$ cat config.mk
export PLATFORM = sky130hd
export DESIGN_NAME = wb_sram_slave
export DESIGN_NICKNAME = d
export VERILOG_FILES = /design/src/rtl/sram_pkg.sv /design/src/rtl/wb_sram_slave.sv
export SDC_FILE = /design/constraint.sdc
export NUM_CORES = 1
export LEC_CHECK = 0
export BUFFER_PORTS_ARGS = -buffer_cell sky130_fd_sc_hd__buf_2
export CAP_MARGIN = 20
export CORE_UTILIZATION = 48
export CTS_BUF_LIST = sky130_fd_sc_hd__clkbuf_2
export DETAILED_ROUTE_END_ITERATION = 16
export PLACE_DENSITY = 0.88
export SKIP_CTS_REPAIR_TIMING = 1
export SYNTH_ARGS = -nofsm -noshare
export SYNTH_HDL_FRONTEND = slang
export SYNTH_SLANG_ARGS = --single-unit
$ cat constraint.sdc
create_clock -name clk -period 3.4 [get_ports clk]
set_clock_uncertainty 0.2 [all_clocks]
set_input_delay 0.17 -clock clk [delete_from_list [all_inputs] [get_ports clk]]
set_output_delay 0.17 -clock clk [all_outputs]
set_load 0.02 [all_outputs]
$ cat src/rtl/sram_pkg.sv
// Shared types and constants for the Wishbone-to-asynchronous-SRAM slave.
package sram_pkg;

  localparam int unsigned SRAM_ADDR_WIDTH_DEF = 20;
  localparam int unsigned WAIT_CNT_WIDTH      = 4;

  typedef enum logic [2:0] {
    IDLE,
    READ,
    WRITE,
    WRITE_HOLD,
    ACK,
    ERR
  } state_t;

endpackage

$ cat src/rtl/wb_sram_slave.sv
// Wishbone classic-cycle slave driving an asynchronous 32-bit SRAM through registered pads.
// Define SRAM_RANGE_CHECK_EN to answer requests outside the BASE_ADDR window with wb_err_o.
module wb_sram_slave
  import sram_pkg::*;
#(
  parameter int unsigned SRAM_ADDR_WIDTH = SRAM_ADDR_WIDTH_DEF,
  parameter int unsigned READ_WAIT       = 2,
  parameter int unsigned WRITE_WAIT      = 2,
  parameter logic [31:0] BASE_ADDR       = 32'h8000_0000
) (
  input  logic                       clk,
  input  logic                       rst,
  input  logic                       wb_cyc_i,
  input  logic                       wb_stb_i,
  input  logic                       wb_we_i,
  input  logic [31:0]                wb_adr_i,
  input  logic [31:0]                wb_dat_i,
  input  logic [3:0]                 wb_sel_i,
  output logic [31:0]                wb_dat_o,
  output logic                       wb_ack_o,
  output logic                       wb_err_o,
  output logic                       wb_rty_o,
  output logic [SRAM_ADDR_WIDTH-1:0] sram_addr_o,
  output logic [31:0]                sram_data_o,
  input  logic [31:0]                sram_data_i,
  output logic                       sram_data_oe_o,
  output logic                       sram_ce_n_o,
  output logic                       sram_oe_n_o,
  output logic                       sram_we_n_o,
  output logic [3:0]                 sram_be_n_o
);

  localparam logic [WAIT_CNT_WIDTH-1:0] READ_LAST  = WAIT_CNT_WIDTH'(READ_WAIT - 1);
  localparam logic [WAIT_CNT_WIDTH-1:0] WRITE_LAST = WAIT_CNT_WIDTH'(WRITE_WAIT - 1);

  state_t                    state_q;
  logic [WAIT_CNT_WIDTH-1:0] wait_cnt_q;
  logic                      abort_q;
  logic                      req;
  logic                      unused_bits;

  assign req         = wb_cyc_i & wb_stb_i;
  assign wb_ack_o    = (state_q == ACK);
  assign wb_rty_o    = 1'b0;
  // Byte-offset bits and, without range checking, the upper address bits are don't-care.
  assign unused_bits = ^{wb_adr_i, BASE_ADDR};

`ifdef SRAM_RANGE_CHECK_EN
  localparam logic [32:0] WINDOW_BYTES = 33'd4 << SRAM_ADDR_WIDTH;

  logic [32:0] win_off;
  logic        in_window;

  // A borrow out of bit 32 means the address lies below BASE_ADDR.
  assign win_off   = {1'b0, wb_adr_i} - {1'b0, BASE_ADDR};
  assign in_window = ~win_off[32] & (win_off < WINDOW_BYTES);
  assign wb_err_o  = (state_q == ERR);
`else
  assign wb_err_o  = 1'b0;
`endif

  always_ff @(posedge clk or posedge rst) begin
    if (rst) begin
      state_q        <= IDLE;
      wait_cnt_q     <= '0;
      abort_q        <= 1'b0;
      wb_dat_o       <= '0;
      sram_addr_o    <= '0;
      sram_data_o    <= '0;
      sram_data_oe_o <= 1'b0;
      sram_ce_n_o    <= 1'b1;
      sram_oe_n_o    <= 1'b1;
      sram_we_n_o    <= 1'b1;
      sram_be_n_o    <= 4'hF;
    end else begin
      case (state_q)
        IDLE: begin
          if (req) begin
            wait_cnt_q <= '0;
            abort_q    <= 1'b0;
`ifdef SRAM_RANGE_CHECK_EN
            if (!in_window) begin
              state_q <= ERR;
            end else
`endif
            begin
              sram_addr_o <= wb_adr_i[SRAM_ADDR_WIDTH+1:2];
              sram_data_o <= wb_dat_i;
              sram_be_n_o <= ~wb_sel_i;
              if (!wb_we_i) begin
                sram_ce_n_o <= 1'b0;
                sram_oe_n_o <= 1'b0;
                state_q     <= READ;
              end else if (wb_sel_i == 4'b0000) begin
                state_q <= ACK;
              end else begin
                sram_ce_n_o    <= 1'b0;
                sram_data_oe_o <= 1'b1;
                sram_we_n_o    <= 1'b0;
                state_q        <= WRITE;
              end
            end
          end
        end

        READ: begin
          if (!wb_cyc_i) begin
            sram_ce_n_o <= 1'b1;
            sram_oe_n_o <= 1'b1;
            state_q     <= IDLE;
          end else if (wait_cnt_q == READ_LAST) begin
            wb_dat_o    <= sram_data_i;
            sram_ce_n_o <= 1'b1;
            sram_oe_n_o <= 1'b1;
            state_q     <= ACK;
          end else begin
            wait_cnt_q <= wait_cnt_q + 1'b1;
          end
        end

        // A dropped cycle is remembered but never shortens the we_n pulse.
        WRITE: begin
          if (!wb_cyc_i) begin
            abort_q <= 1'b1;
          end
          if (wait_cnt_q == WRITE_LAST) begin
            sram_we_n_o <= 1'b1;
            state_q     <= WRITE_HOLD;
          end else begin
            wait_cnt_q <= wait_cnt_q + 1'b1;
          end
        end

        WRITE_HOLD: begin
          sram_ce_n_o    <= 1'b1;
          sram_data_oe_o <= 1'b0;
          state_q        <= (abort_q || !wb_cyc_i) ? IDLE : ACK;
        end

        ACK: begin
          state_q <= IDLE;
        end

`ifdef SRAM_RANGE_CHECK_EN
        ERR: begin
          state_q <= IDLE;
        end
`endif

        default: begin
          state_q <= IDLE;
        end
      endcase
    end
  end

endmodule
==> impl_results.md, run 1 <==
- Outcome: finished clean
- Relative slew slack: 48.3%
- # rows: 33
- Slew at the pin with the worst max-slew slack: 0.773 ns
- Clk sinks: 100
- Commonest cells in the synthesized netlist: nand2_1, dfrtp_1, mux2_4
- Clk buf depth: 2
- Placed Cells: 657
- Sequential area share after synthesis: 60.3%
- Hold Crit Class: in -> reg
- All-Layer GR Usage: 21.7%
- Gate Count Post-Synth: 381
- Die area: 9060 µm²
- Distinct cells, synth: 41
- Root Buffer: clkbuf_2
- Total global routing overflow: 0
- Hold Path Sink: sram_addr_o[0]$_DFFE_PP0P_
- Worst Hold Slack: 0.122 ns
- TNS Setup: 0 ns
- Initial antenna violation count: 0
- Crit. End Element: flip-flop
- Synthesized area: 4170 µm²
- Slew Limit Fails: 0
- Final Hold Vio Count: 0
- Share of Yosys cell area claimed by the top area cell type: 55.8%
- Switching share of power: 43.9%
- Gate power share: 49.2%
- Min-delay src: wb_adr_i[2]
- #FFs+latches synth: 100
- Top post-synthesis cells by area: dfrtp_1, nand2_1, mux2_4
- H-tree depth: 3
- Internal: 3.02 mW
- CTS tree: yes
- Top Ports: 200
- GP Congestion: 0.823
- Tcrit/Tclk final: 90.4%
- CTS Buf Count: 9
- Detailed-route vias per instance: 5.19
- Peak supply drop: 0.000489 V
- Net Switching: 2.37 mW
- Vias after detailed routing: 4,062
- # DRC: 0
- DPL Wire Length: 7.24 mm
- Kind of critical path: reg -> reg
- Multi-input gate area: 1540 µm²
- Worst-path clk slew: 0.27 ns
- Fin crit period: 3.07 ns
- Routed Antenna Nets: 0
- WP data arrival: 3.36 ns
- Power consumption: 5.39 mW
- Fillers: 501
- Vias in the first global route: 3,238
- CP max FO: 33
- Yosys top cell by area: dfrtp_1
- Port-buffer cells: 185
- DR WL/cell: 16.9 µm
- Worst slack at placement: 0.967 ns
- Most common cell in the synthesized netlist: nand2_1
- Die Wd: 95.2 µm
- Crit Reg-Reg Startpoint: state_q[1]$_DFFE_PP0P_
- CP startpoint: state_q[1]$_DFFE_PP0P_
- RSZ-0062 raised after global routing: no
- Final Worst Setup Slack: 0.327 ns
- Post-Layout Cell Count: 783
- Synth Warn #: 0
- Critical Path RT: 3.68 ns
- Share of cells above drive strength 1: 37.7%
- Initial Util: 50.2%
- # setup viols final: 0
- Register area: 2510 µm²
- R2R cell count: 6
- Pin count of the biggest net entering global routing: 59
- Worst Setup Start Kind: flip-flop
- Mean post-synth cell area: 10.9 µm²
- Chip Height: 95.2 µm
- First-pass GRT wire length: 15.0 mm
- Synth Flop Type: dfrtp_1
- Core Area: 8300 µm²
- Power share of the sequential group: 40.1%
- Fmax: 325 MHz
- NumNets Final: 779
- Max Cap Viol: 0
- Later-pin clock latency in the skew report: 0.53 ns
- RR Endpoint: sram_data_o[10]$_DFFE_PP0P_
- Area Growth Syn to Fin: 53.2%
- DR pass1 iterations: 4
- Leakage: 3.49 nW
- Worst hold path cell count: 4
- Clock power share: 10.7%
- Initial DRC count: 136
- Ys async rst share: 100%
- Setup slack, reg-to-reg: 0.33 ns
- Post-synth EDFFs: 0
- Cell Pwr Density: 844 nW/µm²
- DRT Wirelength: 13.2 mm
-- sequential cells by signal (all words and copies together) (netlist names) --
signal / count
wb_dat_o: 32
sram_oe_n_o: 1
abort_q: 1
wait_cnt_q: 4
sram_we_n_o: 1
sram_data_oe_o: 1
sram_addr_o: 20
sram_ce_n_o: 1
sram_data_o: 32
state_q: 3
sram_be_n_o: 4
-- how the worst max path moves through the flow --
stage	endpoint	slack [ns]	depth (start not counted)
4_1_cts	sram_addr_o[2]$_DFFE_PP0P_	0.89	5
3_5_place_dp	sram_addr_o[2]$_DFFE_PP0P_	0.97	5
3_3_place_gp	sram_data_o[16]$_DFFE_PP0P_	1.04	5
5_1_grt	sram_data_o[10]$_DFFE_PP0P_	0.15	6
2_1_floorplan	abort_q$_DFFE_PP0P_	0.42	1
6_report	sram_data_o[10]$_DFFE_PP0P_	0.33	6
-- placed cells by master, fill, tap and decap left out, drive strengths merged, types with 2 or more instances in the layout --
master / instances
a21oi: 6
a31oi: 3
ha: 2
clkinvlp: 3
dfrtp: 93
nor2b: 3
mux2: 33
nand2: 164
o22a: 2
nor3: 4
nor2: 6
dfstp: 7
nand2b: 2
conb: 2
nand3: 6
o21ai: 7
clkinv: 2
buf: 191
inv: 4
dlygate4sd3: 109
clkbuf: 9
-- final cells by class --
class	count	share of cell area [%]
Sequential cell	100	39.3
Timing Repair Buffer	300	32.3
Multi-Input combinational cell	258	24.1
Tap cell	105	2.06
Clock inverter	7	1.20
Clock buffer	9	0.706
Inverter	3	0.216
Antenna cell	1	0.0392
-- logic make-up (layout without fill, tap and decap cells) --
logic type	after synthesis	after routing	share of synthesized area, %
AO/OA/AOI/OAI	26	26	4.35
XOR/XNOR	1	1	0.210
adder cells (fa/ha/maj)	2	2	0.600
buffers and inverters	24	319	3.15
flip-flops	100	100	60.3
multiplexers	33	33	11.6
other	1	3	0.0900
AND/OR/NAND/NOR	194	194	19.7
-- through the flow --
step / cell area, µm² / util (%)
after floorplan: 4170 / -
after global placement: 5170 / 62.3
after detailed placement: 5170 / 62.3
after CTS: 5290 / 63.7
after global routing: 6380 / 76.9
final: 6380 / 76.9
-- per-layer routing --
layer / track usage (%) / vias up / routed length [µm] / part of all wire [%]
met5: 0 / - / 0 / 0
met4: 6.06 / 0 / 424 / 3.2
met3: 6.30 / 45 / 837 / 6.3
met2: 39.3 / 186 / 7210 / 55
met1: 24.7 / 2016 / 4730 / 36
li1: - / 1815 / - / -
-- worst max-delay path, stage by stage (launching register included) --
cell,delay [ns]
dfrtp_1,0.62
nor3_1,0.46
nor2b_4,0.74
buf_4,0.33
nand2_1,0.07
nand2_1,0.05
dlygate4sd3_1,0.55
-- power groups by stage --
stage | registers [mW] | logic (mW) | clock network, mW
2_1_floorplan | 2.75 | 1.00 | 0
3_3_place_gp | 2.10 | 2.36 | 0
3_5_place_dp | 2.15 | 2.43 | 0
4_1_cts | 2.12 | 2.44 | 0.590
5_1_grt | 2.22 | 2.84 | 0.637
6_report | 2.16 | 2.65 | 0.576
Note: power is estimated with default switching activity, not from simulation.
==> inputs of run 2 (changes only) <==
- CORE_ASPECT_RATIO: not set -> 0.7
==> run 2 against run 1 <==
First-iteration DRC count up 39%. Wire length down 4.3%. Cell count up 2.0%. Via count down 2.7%. Clock-buffer cell count up 3. Non-clock buffer count up 1. Design area up 1.0%. Hold slack worse by 0.10 ns. Global-route usage down 0.53 points. Sequential share of layout area down 0.39 points.
==> impl_results.md, run 2 (same netlist as run 1, synthesis figures left out) <==
- Final core occ: 76.4% (-0.55 points)
- Peak supply drop: 0.000573 V (+17%)
- First-pass GRT wire length: 14.9 mm (-0.46%)
- GR met3 Demand/Resource: 6.76% (+0.46 points)
- Total global routing overflow: 0 (unchanged)
- Hold Crit Class: in -> async
- Vias in the first global route: 3,138 (-3.1%)
- Most common cell after layout, fill and taps aside: buf_2
- Clk buf depth: 2 (unchanged)
- RSZ-0062 raised after global routing: no
- Initial DRC count: 189 (+39%)
- # rows: 28 (-15%)
- # DRC: 0 (unchanged)
- Outcome: finished clean
- Routed Antenna Nets: 0 (unchanged)
- Die Wd: 113 µm (+19%)
- DR pass1 iterations: 4 (unchanged)
- Largest registers: sram_data_o (32), wb_dat_o (32), sram_addr_o (20)
- Die area: 9070 µm² (about the same)
- NumNets Final: 780 (+0.13%)
- Chip Height: 80.0 µm (-16%)
- Layer with the highest usage: met2
- CTS Buf Count: 9 (unchanged)
- Port-buffer cells: 185 (unchanged)
- Initial Util: 49.4% (-0.86 points)
- Kind of critical path: reg -> reg
- CP startpoint: state_q[1]$_DFFE_PP0P_
- Worst Setup Start Kind: flip-flop
- Root Buffer: clkbuf_2
- Initial antenna violation count: 0 (unchanged)
- Clk sinks: 100 (unchanged)
- CP max FO: 16 (-52%)
- Relative slew slack: 45.6% (-2.8 points)
- Vias after detailed routing: 3,954 (-2.7%)
- Later-pin clock latency in the skew report: 0.55 ns (+0.02 ns)
- CTS tree: yes
- Tcrit/Tclk final: 88.2% (-2.2 points)
- Power consumption: 5.49 mW (+1.8%)
- Met1 Use GR: 26.7% (+2.0 points)
- Pin count of the biggest net entering global routing: 52 (-12%)
- Fin crit period: 3.00 ns (-0.0752 ns)
- Critical Path RT: 3.72 ns (+0.04 ns)
- H-tree depth: 3 (unchanged)
- GP Congestion: 0.832 (+1.2%)
- Slew Limit Fails: 0 (unchanged)
- Fmax: 334 MHz (+2.5%)
- Detailed-route vias per instance: 4.95 (-4.6%)
- Core Area: 8440 µm² (+1.7%)
- DPL Wire Length: 6.82 mm (-5.9%)
- Final Hold Vio Count: 0 (unchanged)
- Crit Reg-Reg Startpoint: state_q[1]$_DFFE_PP0P_
- Max Cap Viol: 0 (unchanged)
- Slew at the pin with the worst max-slew slack: 0.815 ns (+0.0418 ns)
- All-Layer GR Usage: 21.2% (-0.53 points)
- DRT Wirelength: 12.6 mm (-4.3%)
- GRT met2 Usage: 36.0% (-3.3 points)
- TNS Setup: 0 ns (unchanged)
- Crit. End Element: flip-flop
- Leakage: 3.53 nW (+1.1%)
- DR WL/cell: 15.8 µm (-6.2%)
- # setup viols final: 0 (unchanged)
- WP data arrival: 3.32 ns (-0.04 ns)
- Share of cells above drive strength 1: 37.3% (-0.35 points)
- Area Growth Syn to Fin: 54.7%
- Top Ports: 200 (unchanged)
- Worst-path clk slew: 0.28 ns (about the same)
- Cell Pwr Density: 851 nW/µm² (+0.84%)
- Worst Hold Slack: 0.0202 ns (-0.101 ns)
- Most frequent cells in the layout: buf_2, nand2_1, dlygate4sd3_1
-- run 2: area by class of cell --
cell class / instances / area, µm²
multi-input combinational: 258 / 1540
timing repair buffer: 301 / 2090
tap: 120 / 150
antenna: 1 / 2.50
inverter: 3 / 13.8
fill: 523 / 2000
clock inverter: 4 / 76.3
clock buffer: 12 / 60.1
sequential: 100 / 2510
-- run 2: final timing paths --
check	endpoint	slack (ns)	cells after the start
worst min-delay path	sram_addr_o[10]$_DFFE_PP0P_	0.02	3
worst min register to register	sram_addr_o[6]$_DFFE_PP0P_	0.30	2
worst max register to register	sram_data_o[21]$_DFFE_PP0P_	0.40	6
max in group asynchronous	wb_dat_o[1]$_DFFE_PP0P_	2.23	4
worst max-delay path	sram_data_o[21]$_DFFE_PP0P_	0.40	6
min in group clk	sram_addr_o[18]$_DFFE_PP0P_	0.13	4
-- run 2: critical path: stages (launching register included) --
cell           delay [ns]
dfrtp_1              0.61
nor3_1               0.41
nor2b_4              0.45
nand2_1              0.10
dlygate4sd3_1        0.58
nand2_1              0.08
dlygate4sd3_1        0.56
-- run 2: per-layer routing --
| metal | up-vias | wire length, µm |
|---|---|---|
| met3 | 28 | 898 |
| met1 | 1935 | 4960 |
| met4 | 0 | 241 |
| met5 | - | 0 |
| li1 | 1813 | - |
| met2 | 178 | 6530 |
-- run 2: where the power goes --
group          total, mW  switching (mW)  internal, mW  leakage, nW
Combinational       2.69            1.56          1.13         2.20
Clock              0.634           0.380         0.254       0.0824
Sequential          2.16           0.391          1.77         1.25
-- run 2: metrics by stage --
stage | setup WS, ns | cells | area (µm²)
after floorplan | 0.423 | 382 | 4170
after global routing | 0.178 | 798 | 6440
after global placement | 0.871 | 669 | 5180
final | 0.403 | 799 | 6450
after CTS | 0.743 | 685 | 5310
after detailed placement | 0.801 | 669 | 5180
